File: src/rtl/hit_data_decoder.sv
// Super-pixel hit decoder: converts the Gray TOA to binary and recovers the FTOA and
// ToT indices by stepping reference LFSRs from their seeds until each code matches.
module hit_data_decoder #(
    parameter logic [4:0] SEED5 = 5'b11111,
    parameter logic [7:0] SEED8 = 8'hFF
) (
    input  logic        clk_40MHz,
    input  logic        rst_n,
    input  logic [25:0] arbiter_data,
    input  logic        data_valid,
    output logic        data_ready,
    output logic [8:0]  toa_bin,
    output logic [4:0]  ftoa_bin,
    output logic [7:0]  tot_bin,
    output logic [3:0]  pix_addr,
    output logic [12:0] toa_fine,
    output logic        dec_err,
    output logic        out_valid,
    input  logic        out_ready
);

    typedef enum logic [1:0] {
        IDLE,
        SEARCH,
        DONE
    } state_t;

    state_t      state_q;
    state_t      state_d;

    logic [25:0] word_q;
    logic [4:0]  lfsr5;
    logic [7:0]  lfsr8;
    logic [4:0]  cnt5;
    logic [7:0]  cnt8;
    logic        found5;
    logic        found8;

    logic        match5;
    logic        match8;
    logic        hit5;
    logic        hit8;
    logic        res5;
    logic        res8;
    logic [8:0]  toa_b;
    logic [4:0]  ftoa_idx;
    logic [7:0]  tot_idx;
    logic [12:0] fine_d;

    function automatic logic [8:0] gray2bin(input logic [8:0] g);
        logic [8:0] b;
        b[8] = g[8];
        for (int k = 7; k >= 0; k--) begin
            b[k] = b[k+1] ^ g[k];
        end
        return b;
    endfunction

    // A channel is resolved once it matched (now or earlier) or ran out of codes;
    // an exhausted channel simply stops stepping with its count parked at the limit.
    always_comb begin
        match5   = (lfsr5 == word_q[16:12]);
        match8   = (lfsr8 == word_q[11:4]);
        hit5     = found5 | match5;
        hit8     = found8 | match8;
        res5     = hit5 | (cnt5 == 5'd30);
        res8     = hit8 | (cnt8 == 8'd254);
        toa_b    = gray2bin(word_q[25:17]);
        ftoa_idx = hit5 ? cnt5 : 5'd0;
        tot_idx  = hit8 ? cnt8 : 8'd0;
        fine_d   = {toa_b - 9'd1, 4'b0000} - {8'b0, ftoa_idx};
    end

    always_ff @(posedge clk_40MHz or negedge rst_n) begin
        if (!rst_n) begin
            state_q <= IDLE;
        end else begin
            state_q <= state_d;
        end
    end

    always_comb begin
        state_d = state_q;
        unique case (state_q)
            IDLE:    if (data_valid) state_d = SEARCH;
            SEARCH:  if (res5 && res8) state_d = DONE;
            DONE:    if (out_ready) state_d = IDLE;
            default: state_d = IDLE;
        endcase
    end

    always_ff @(posedge clk_40MHz or negedge rst_n) begin
        if (!rst_n) begin
            word_q   <= '0;
            lfsr5    <= '0;
            lfsr8    <= '0;
            cnt5     <= '0;
            cnt8     <= '0;
            found5   <= 1'b0;
            found8   <= 1'b0;
            toa_bin  <= '0;
            ftoa_bin <= '0;
            tot_bin  <= '0;
            pix_addr <= '0;
            toa_fine <= '0;
            dec_err  <= 1'b0;
        end else begin
            unique case (state_q)
                IDLE: begin
                    if (data_valid) begin
                        word_q <= arbiter_data;
                        lfsr5  <= SEED5;
                        lfsr8  <= SEED8;
                        cnt5   <= '0;
                        cnt8   <= '0;
                        found5 <= 1'b0;
                        found8 <= 1'b0;
                    end
                end
                SEARCH: begin
                    if (!res5) begin
                        lfsr5 <= {lfsr5[3:0], lfsr5[4] ^ lfsr5[2]};
                        cnt5  <= cnt5 + 5'd1;
                    end
                    if (!res8) begin
                        lfsr8 <= {lfsr8[6:0], lfsr8[7] ^ lfsr8[5] ^ lfsr8[4] ^ lfsr8[3]};
                        cnt8  <= cnt8 + 8'd1;
                    end
                    if (match5) found5 <= 1'b1;
                    if (match8) found8 <= 1'b1;
                    // The record is captured on the same edge that enters DONE.
                    if (res5 && res8) begin
                        toa_bin  <= toa_b;
                        ftoa_bin <= ftoa_idx;
                        tot_bin  <= tot_idx;
                        pix_addr <= word_q[3:0];
                        toa_fine <= fine_d;
                        dec_err  <= ~(hit5 & hit8);
                    end
                end
                default: ;
            endcase
        end
    end

    assign data_ready = (state_q == IDLE);
    assign out_valid  = (state_q == DONE);

endmodule

File: config.mk
export PLATFORM = sky130hd
export DESIGN_NAME = hit_data_decoder
export DESIGN_NICKNAME = d
export VERILOG_FILES = /design/src/rtl/hit_data_decoder.sv
export SDC_FILE = /design/constraint.sdc
export NUM_CORES = 1
export LEC_CHECK = 0
export ABC_AREA = 1
export CAP_MARGIN = 25
export CORE_AREA = 2 2 107 109
export DETAILED_ROUTE_END_ITERATION = 16
export DIE_AREA = 0 0 109 111
export PLACE_DENSITY_LB_ADDON = 0.3
export SLEW_MARGIN = 40
export SYNTH_ARGS = -nofsm -noshare
export SYNTH_HDL_FRONTEND = slang
export SYNTH_SLANG_ARGS = --single-unit
File: constraint.sdc
create_clock -name clk_40MHz -period 4.65 [get_ports clk_40MHz]
set_input_delay 1.395 -clock clk_40MHz [delete_from_list [all_inputs] [get_ports clk_40MHz]]
set_output_delay 1.395 -clock clk_40MHz [all_outputs]
set_load 0.05 [all_outputs]
Word-level counts from Yosys, hierarchy flattened
Cells that the tools add are included.
{"block": "op_classes", "n_reduce_logical": 10, "mux": 23, "n_bitwise": 18, "eq_ne": 13, "n_addsub": 4}
{"operator": "$mux 8", "count": 5}
{"operator": "$pmux 8 s2", "count": 2}
{"operator": "$mux 5", "count": 5}
{"operator": "$pmux 5 s2", "count": 2}
{"operator": "$reduce_and 3->1", "count": 5}
{"operator": "$sub 13x5->13", "count": 1}
{"operator": "$ne 2x2->1 const B", "count": 6}
{"operator": "$xor 1x1->1", "count": 12}
{"operator": "$sub 9x1->9 const B", "count": 1}
{"operator": "$add 8x1->8 const B", "count": 1}
{"operator": "$eq 8x8->1", "count": 1}
{"operator": "$eq 8x8->1 const B", "count": 1}
{"operator": "$mux 2", "count": 3}
{"operator": "$pmux 2 s3", "count": 1}
{"operator": "$add 5x1->5 const B", "count": 1}
{"operator": "$eq 5x5->1", "count": 1}
{"operator": "$eq 5x5->1 const B", "count": 1}
{"operator": "$or 1x1->1", "count": 4}
{"operator": "$pmux 1 s2", "count": 2}
{"operator": "$reduce_and 2->1", "count": 2}
{"operator": "$mux 1", "count": 3}
{"operator": "$eq 2x1->1 const B", "count": 1}
{"operator": "$eq 2x2->1 const B", "count": 1}
{"operator": "$logic_not 2->1", "count": 1}
{"operator": "5 further kinds", "count": 5}
{"block": "totals", "in_bits": 30, "register_bits": 96, "word_cells": 82, "output_inout_bits": 42}

Depth between registers and ports, before layout
{"block": "depth", "word_depth": 10, "mapped_depth": 24, "mapped_depth_nobuf": 24}

Worst setup path before layout
Ideal clock, no wire load.
{"block": "synth_path", "path_kind": "register to register", "from": "register word_q[25]", "to": "register toa_fine[12]", "t_required_ns": 4.532, "slack_ns": 0.488, "arrival_ns": 4.044, "setup_time_ns": 0.118, "path_buffers": 0, "path_stages_with_launch": 21, "synth_period_minus_slack_ns": 4.162, "path_cell_list": "dfrtp_1 > xnor2_1 > ha_1 > inv_1 > ha_1 > inv_1 > ha_1 > inv_1 > ha_1 > inv_1 > ha_1 > xnor2_1 > ha_1 > inv_1 > nand3_1 > xor2_1 > nand2_1 > nor3_1 > nand4_1 > nand3_1 > nand2_1"}
{"block": "synth_via", "elab_chain_len": 10}
{"item": "from (decl)", "line": "31", "rtl": "logic [25:0] word_q;"}
{"item": "from (signal assigned)", "line": "111", "rtl": "word_q <= arbiter_data;"}
{"item": "$xor 1x1->1 (2 in series)", "line": "54", "rtl": "b[k] = b[k+1] ^ g[k];"}
{"item": "net toa_b[6]", "line": "45", "rtl": "logic [8:0] toa_b;"}
{"item": "$xor 1x1->1", "line": "54"}
{"item": "net toa_b[5]", "line": "45"}
{"item": "$xor 1x1->1", "line": "54"}
{"item": "net toa_b[4]", "line": "45"}
{"item": "$xor 1x1->1", "line": "54"}
{"item": "net toa_b[3]", "line": "45"}
{"item": "$xor 1x1->1", "line": "54"}
{"item": "net toa_b[2]", "line": "45"}
{"item": "$xor 1x1->1 (2 in series)", "line": "54"}
{"item": "net toa_b[0]", "line": "45"}
{"item": "$sub 9x1->9", "line": "71", "rtl": "fine_d = {toa_b - 9'd1, 4'b0000} - {8'b0, ftoa_idx};"}
{"item": "$sub 13x5->13", "line": "71"}
{"item": "to (signal assigned)", "line": "137", "rtl": "toa_fine <= fine_d;"}
{"item": "to (decl)", "line": "16", "rtl": "output logic [12:0] toa_fine,"}
The timed path passes the listed nets, and every way through them passes these cells.
A chain may end at the register's enable or synchronous reset.

Worst setup path in the final report
{"block": "layout_path", "from": "register word_q[24]", "to": "register toa_fine[12]"}
Same word-level chain as after synthesis.

==> flow_summary_export.csv <==
group,metric,value,unit
run_status,outcome,"complete, no violations",
floorplanning,die_h,111,um
floorplanning,rows,39,
logic_synthesis,synth-seq-cells,95,
cts,cts_tree,"yes",
worst_setup_path,reg2reg_slack,0.28,ns
worst_setup_path,timing.rr.end,"toa_fine[12]$_DFFE_PN0P_",
cts,path_clk_slew,0.06,ns
sta,max_slew.worst_pin.slew,0.597,ns
sta,finalHoldViolations,0,
grt,use_met3,0.0364,
finish,final_cell_area,0.00594,mm^2
cts,clockRootBuffer,"clkbuf_16",
worst_setup_path,crit_cells,20,
placed_design,port_buffers,71,
logic_synthesis,yosysSeqAreaShare,0.497,
logic_synthesis,synthCells,575,
grt,antenna_found_initial,0,
floorplanning,core,0.0111,mm^2
cts,clock_path_buffers,2,
worst_setup_path,crit_buf_inv,5,
grt,grt_pass1_wl,18100,um
floorplanning,dieArea,0.0121,mm^2
worst_setup_path,crit_fanout,4,
worst_setup_path,startpoint,"word_q[24]$_DFFE_PN0P_",
cts,hold_buffers,0,
routing,dr.pass1.iters,4,
sta,hold_slack,0.474,ns
floorplanning,io_pins,72,
finish,final_cell_mix,"186 x nand2_1, 95 x dfrtp_1, 70 x clkdlybuf4s50_1, 67 x inv_1",
grt,overflow,0,
logic_synthesis,syn_area,0.00479,mm^2
grt,grt_use_total,0.189,
worst_setup_path,crit_path_end_kind,"register",
worst_setup_path,crit_end,"toa_fine[12]$_DFFE_PN0P_",
sta,slew_headroom,0.602,
finish,syn_to_final_growth,24.0,%
worst_setup_path,critical-path-slowest-cell,"dfrtp_1",
sta,timing.fmax,0.229,GHz
sta,setup_viol,0,
logic_synthesis,ys_warn_count,0,
cts,clock_latency,0.34,ns
finish,insertedDiodeCount,0,
placed_design,place_congestion,0.893,
routing,drc_errors,0,
sta,post-route-period-util,0.940,
finish,fillers,1011,
finish,nNetsFinal,689,
routing,wire_per_inst,13.3,um
cts,cts_inserted_buffers,9,
logic_synthesis,synth_cell_types,33,
worst_setup_path,critPathTopFamily,"adder cells",
worst_setup_path,slowest_delay,0.39,ns
grt,busiest_layer,"met2",
worst_setup_path,path_common_cell,"ha_1",
finish,layout_commonest_cell,"nand2_1",
placed_design,dpl_cell_area,0.00558,mm^2
routing,routed_wl,10500,um
routing,via_count,3942,
hold_path,hold_path_class,"register to register",
routing,antenna_left,0,
logic_synthesis,syn_nets,619,
logic_synthesis,avgSynthCellArea,8.33,um^2
routing,vias_per_cell,4.98,
cts,cts_max_level,3,
sta,finClkSkew,0.00615,ns
placed_design,place.detailed.hpwl,7490,um
floorplanning,die_w,109,um
grt,grt_max_degree,56,
run,maxCapViolCount,0,
worst_setup_path,reg2reg_from,"word_q[24]$_DFFE_PN0P_",
worst_setup_path,rr_worst_depth,20,
worst_setup_path,arrival,4.60,ns
worst_setup_path,critPathKind,"register to register",
worst_setup_path,critPathRequiredTime,4.88,ns
cts,clkSinkCount,95,
grt,use_met2,0.303,
grt,grt_pass1_vias,3907,
worst_setup_path,cp-start-kind,"register",
sta,drv_slew,0,
finish,layout-drive-gt1-share,0.0847,
worst_setup_path,path_cells,"xnor2_1 > ha_1 > inv_1 > ha_1 > inv_1 > ha_1 > inv_1 > ha_1 > inv_1 > ha_1 > xnor2_2 > ha_1 > inv_1 > nand3_2 > xor2_2 > nand2_1 > nor3_2 > nand4_1 > nand3_1 > nand2_1",
routing,initialDrtViolationCount,196,
grt,grt_util_met1,0.250,
floorplanning,start_util,0.432,
sta,min_period,4.37,ns
==> cells in the mapped netlist <==
cell | count | area, um^2
nor2_8 | 1 | 20.0
buf_2 | 5 | 25.0
nand4_2 | 1 | 12.5
a22oi_1 | 2 | 15.0
o21a_1 | 1 | 7.51
nand2_4 | 2 | 22.5
nor3b_1 | 1 | 7.51
nand2_1 | 186 | 698
nand3b_1 | 2 | 15.0
nor2_1 | 20 | 75.1
inv_2 | 1 | 3.75
o21ai_1 | 3 | 15.0
nand3_1 | 46 | 230
nand4_1 | 10 | 62.6
clkbuf_1 | 4 | 15.0
xor2_1 | 9 | 78.8
inv_6 | 1 | 8.76
a21oi_1 | 10 | 50.1
o21ai_0 | 45 | 225
inv_4 | 1 | 6.26
o22ai_1 | 2 | 12.5
inv_1 | 67 | 251
buf_6 | 6 | 67.6
o21ai_2 | 15 | 131
a21boi_0 | 1 | 7.51
o31ai_1 | 2 | 15.0
nor3_1 | 6 | 30.0
nand3_2 | 1 | 10.0
xnor2_1 | 7 | 61.3
ha_1 | 14 | 175
nand2_2 | 5 | 31.3
dfrtp_1 | 95 | 2380
buf_4 | 3 | 22.5
==> worst reg2reg max path: stages (launching register included) <==
cell and delay [ns]:
dfrtp_1 0.39, xnor2_1 0.15, ha_1 0.31, inv_1 0.07, ha_1 0.29, inv_1 0.07, ha_1 0.31, inv_1 0.09
ha_1 0.34, inv_1 0.10, ha_1 0.35, xnor2_2 0.24, ha_1 0.30, inv_1 0.15, nand3_2 0.17, xor2_2 0.24
nand2_1 0.12, nor3_2 0.23, nand4_1 0.16, nand3_1 0.10, nand2_1 0.06
==> registers in the layout (all words and copies together), names as in the netlist <==
signal	flops
cnt5	5
cnt8	8
dec_err	1
found5	1
found8	1
ftoa_bin	5
lfsr5	5
lfsr8	8
pix_addr	4
state_q	2
toa_bin	9
toa_fine	12
tot_bin	8
word_q	26
==> worst min path at each step <==
stage / from / end / slack, ns / cells after the start
6_report: pix_addr[0]$_DFFE_PN0P_ / pix_addr[0]$_DFFE_PN0P_ / 0.47 / 2
5_1_grt: toa_fine[1]$_DFFE_PN0P_ / toa_fine[1]$_DFFE_PN0P_ / 0.49 / 2
2_1_floorplan: word_q[0]$_DFFE_PN0P_ / word_q[0]$_DFFE_PN0P_ / 0.45 / 2
4_1_cts: toa_fine[1]$_DFFE_PN0P_ / toa_fine[1]$_DFFE_PN0P_ / 0.48 / 2
3_5_place_dp: toa_fine[1]$_DFFE_PN0P_ / toa_fine[1]$_DFFE_PN0P_ / 0.47 / 2
3_3_place_gp: pix_addr[0]$_DFFE_PN0P_ / pix_addr[0]$_DFFE_PN0P_ / 0.46 / 2
==> per-layer routing <==
layer	routed length, um	part of all wire	up-vias
met2	5100	0.48	76
met3	447	0.042	21
li1	-	-	1979
met4	261	0.025	0
met5	0	0	-
met1	4740	0.45	1866
==> per-stage QoR <==
stage / TNS [ns] / cells / util / worst slack, ns
2_1_floorplan: 0 / 575 / - / 0.488
3_3_place_gp: 0 / 776 / 0.504 / 0.386
3_5_place_dp: 0 / 776 / 0.504 / 0.102
4_1_cts: 0 / 791 / 0.532 / 0.0865
5_1_grt: -0.0464 / 792 / 0.536 / -0.0209
6_report: 0 / 792 / 0.536 / 0.277
==> repair_timing <==
action / CTS / global route
setup endpoints to repair: 0 / 7
setup buffers: 0 / 1
gates resized for setup: 0 / 7
==> layout make-up <==
| type | instances | area, um^2 | area share |
|---|---|---|---|
| inverters | 70 | 270 | 0.0455 |
| repair buffers | 77 | 753 | 0.127 |
| clock inverters | 4 | 70.1 | 0.0118 |
| well taps | 143 | 179 | 0.0301 |
| clock buffers | 11 | 243 | 0.0409 |
| multi-input cells | 392 | 2040 | 0.344 |
| flip-flops and latches | 95 | 2380 | 0.401 |
==> cells by family after synthesis <==
group,after synthesis,share of synthesized area
buffers and inverters,88,0.0836
XOR/XNOR,16,0.0293
adder cells (fa/ha/maj),14,0.0366
AND/OR/NAND/NOR,281,0.254
flip-flops,95,0.497
AO/OA/AOI/OAI,81,0.100
Power is not shown: default switching activity piles up to over one toggle a cycle in this logic, so the estimate is an artifact.
==> patch, RTL diff (config.mk and constraints unchanged) <==
Encoding of `state_t`: now one-hot (3 bits for 3 states).
--- a/src/rtl/hit_data_decoder.sv
+++ b/src/rtl/hit_data_decoder.sv
@@ -19,10 +19,10 @@
     input  logic        out_ready
 );
 
-    typedef enum logic [1:0] {
-        IDLE,
-        SEARCH,
-        DONE
+    typedef enum logic [2:0] {
+        IDLE   = 3'b001,
+        SEARCH = 3'b010,
+        DONE   = 3'b100
     } state_t;
 
     state_t      state_q;
Function: no difference found for any inputs over 4 cycles, from zero or initial values and one cycle with rst_n low; so few cycles prove little.
==> patch against the unedited design <==
- via count shrank 0.86%
- global-route usage shrank 0.44 points
- final cell count shrank 0.25%
- worst setup slack gained 110 ps
- sequential cell count grew 1
- first-iteration DRC count shrank 10%
- routed wire length shrank 0.64%
- clock skew grew 2.5 ps
- synthesized area grew 0.84%
- final area grew 0.76%
==> patch: results <==
group,metric,value,unit
grt,track_usage,0.1849,
layout,ff_latch_area,2404,µm²
clocking,htreeDepth,3,
place,dp_worst_setup_slack,434.9,ps
clocking,clock_path_buffers,2,
sta,finalCriticalPeriod,4268,ps
place,dp_cells,774,
layout,num-multi-input-gates,394,
layout,num-clock-buffers,10,
yosys,synth.avg_cell_area,8.424,µm²
layout,buffer_area_frac,0.1222,
layout,clk_share,0.05941,
layout,n_all_buffers,74,
sta,worstMarginPinSlew,559.4,ps
layout,inv_count,67,
run_status,outcome,"finished clean",
sta,fin_hold_ws,469.6,ps
min_path,min-delay-start,"word_q[0]",
routing,drt_wl_total,10480,µm
yosys,synth-seq-cells,96,
sta,skew,8.693,ps
yosys,yosysSeqAreaShare,0.4979,
place,dpl_cell_area,5625,µm²
yosys,synth_common_cells,"nand2_1, dfrtp_1, inv_1",
worst_setup_path,rr_startpoint,"word_q[25]",
layout,stdcell_area,5981,µm²
grt,grt_pass1_wl,17880,µm
place,place_congestion,0.9377,
yosys,netlist-cell-type-count,42,
yosys,netlist_top_cells_area,"dfrtp_1, nand2_1, inv_1",
yosys,synthArstFlopShare,1.000,
routing,drt-initial-drc-count,176,
layout,fill_cells,1015,
yosys,syn-num-nets,617,
yosys,synth_area,4827,µm²
routing,route.vias.total,3908,
layout,finalNetCount,686,
layout,final_cells,790,
layout,layout-drive-gt1-share,0.08655,
place,dp_hpwl,7564,µm
layout,multi_input_area_share,0.3429,
[patch: changes by cell type in the layout (fill, tap and decap cells not counted), sizes merged, moves of 3 or more]
cell	unedited run	this run
inv	70	66
nand4	11	8
nand3	47	40
nor2	21	30
a21oi	10	17
xnor2	7	11
o21ai	63	48
buf	7	4
[patch: layer usage]
layer,global-route usage,vias up,share of wire
li1,-,1970,-
met1,0.2364,1840,0.45
met2,0.3126,87,0.50
met3,0.03586,11,0.040
met4,0.05897,0,0.011
met5,0,-,0
[patch: power by group through the flow]
stage | Sequential (µW) | Combinational [µW] | Clock (µW)
after floorplan | 1270 | 2210 | 0
after global placement | 1180 | 2800 | 0
after detailed placement | 1190 | 2910 | 0
after CTS | 1170 | 2960 | 878
after global routing | 1200 | 3340 | 917
final | 1170 | 3000 | 865
[patch: logic make-up (layout without fill, tap and decap cells)]
logic type,Yosys count,after routing,share of synthesized area
adders and majority gates,14,14,0.03629
and+or+nand+nor,286,286,0.2680
DFF,96,96,0.4979
buffers and inverters,83,157,0.07724
xor gates and xnor gates,20,20,0.03940
AOI/OAI and AO/OA,74,74,0.08113
[patch: critical path, delay by kind of cell, from the launching register on]
| family | cells | cell delay, ps |
|---|---|---|
| adders and majority gates | 6 | 1690 |
| xor gates and xnor gates | 3 | 750 |
| buffers and inverters | 5 | 540 |
| DFF | 1 | 380 |
| and+or+nand+nor | 6 | 790 |
[patch: final timing paths]
check,endpoint,cells past startpoint
setup / recovery,toa_fine[12],20
setup reg to reg,toa_fine[12],20
min in group asynchronous,lfsr5[4],1
hold / removal,pix_addr[0],2
hold reg to reg,pix_addr[0],2
max in group asynchronous,state_q[0],2
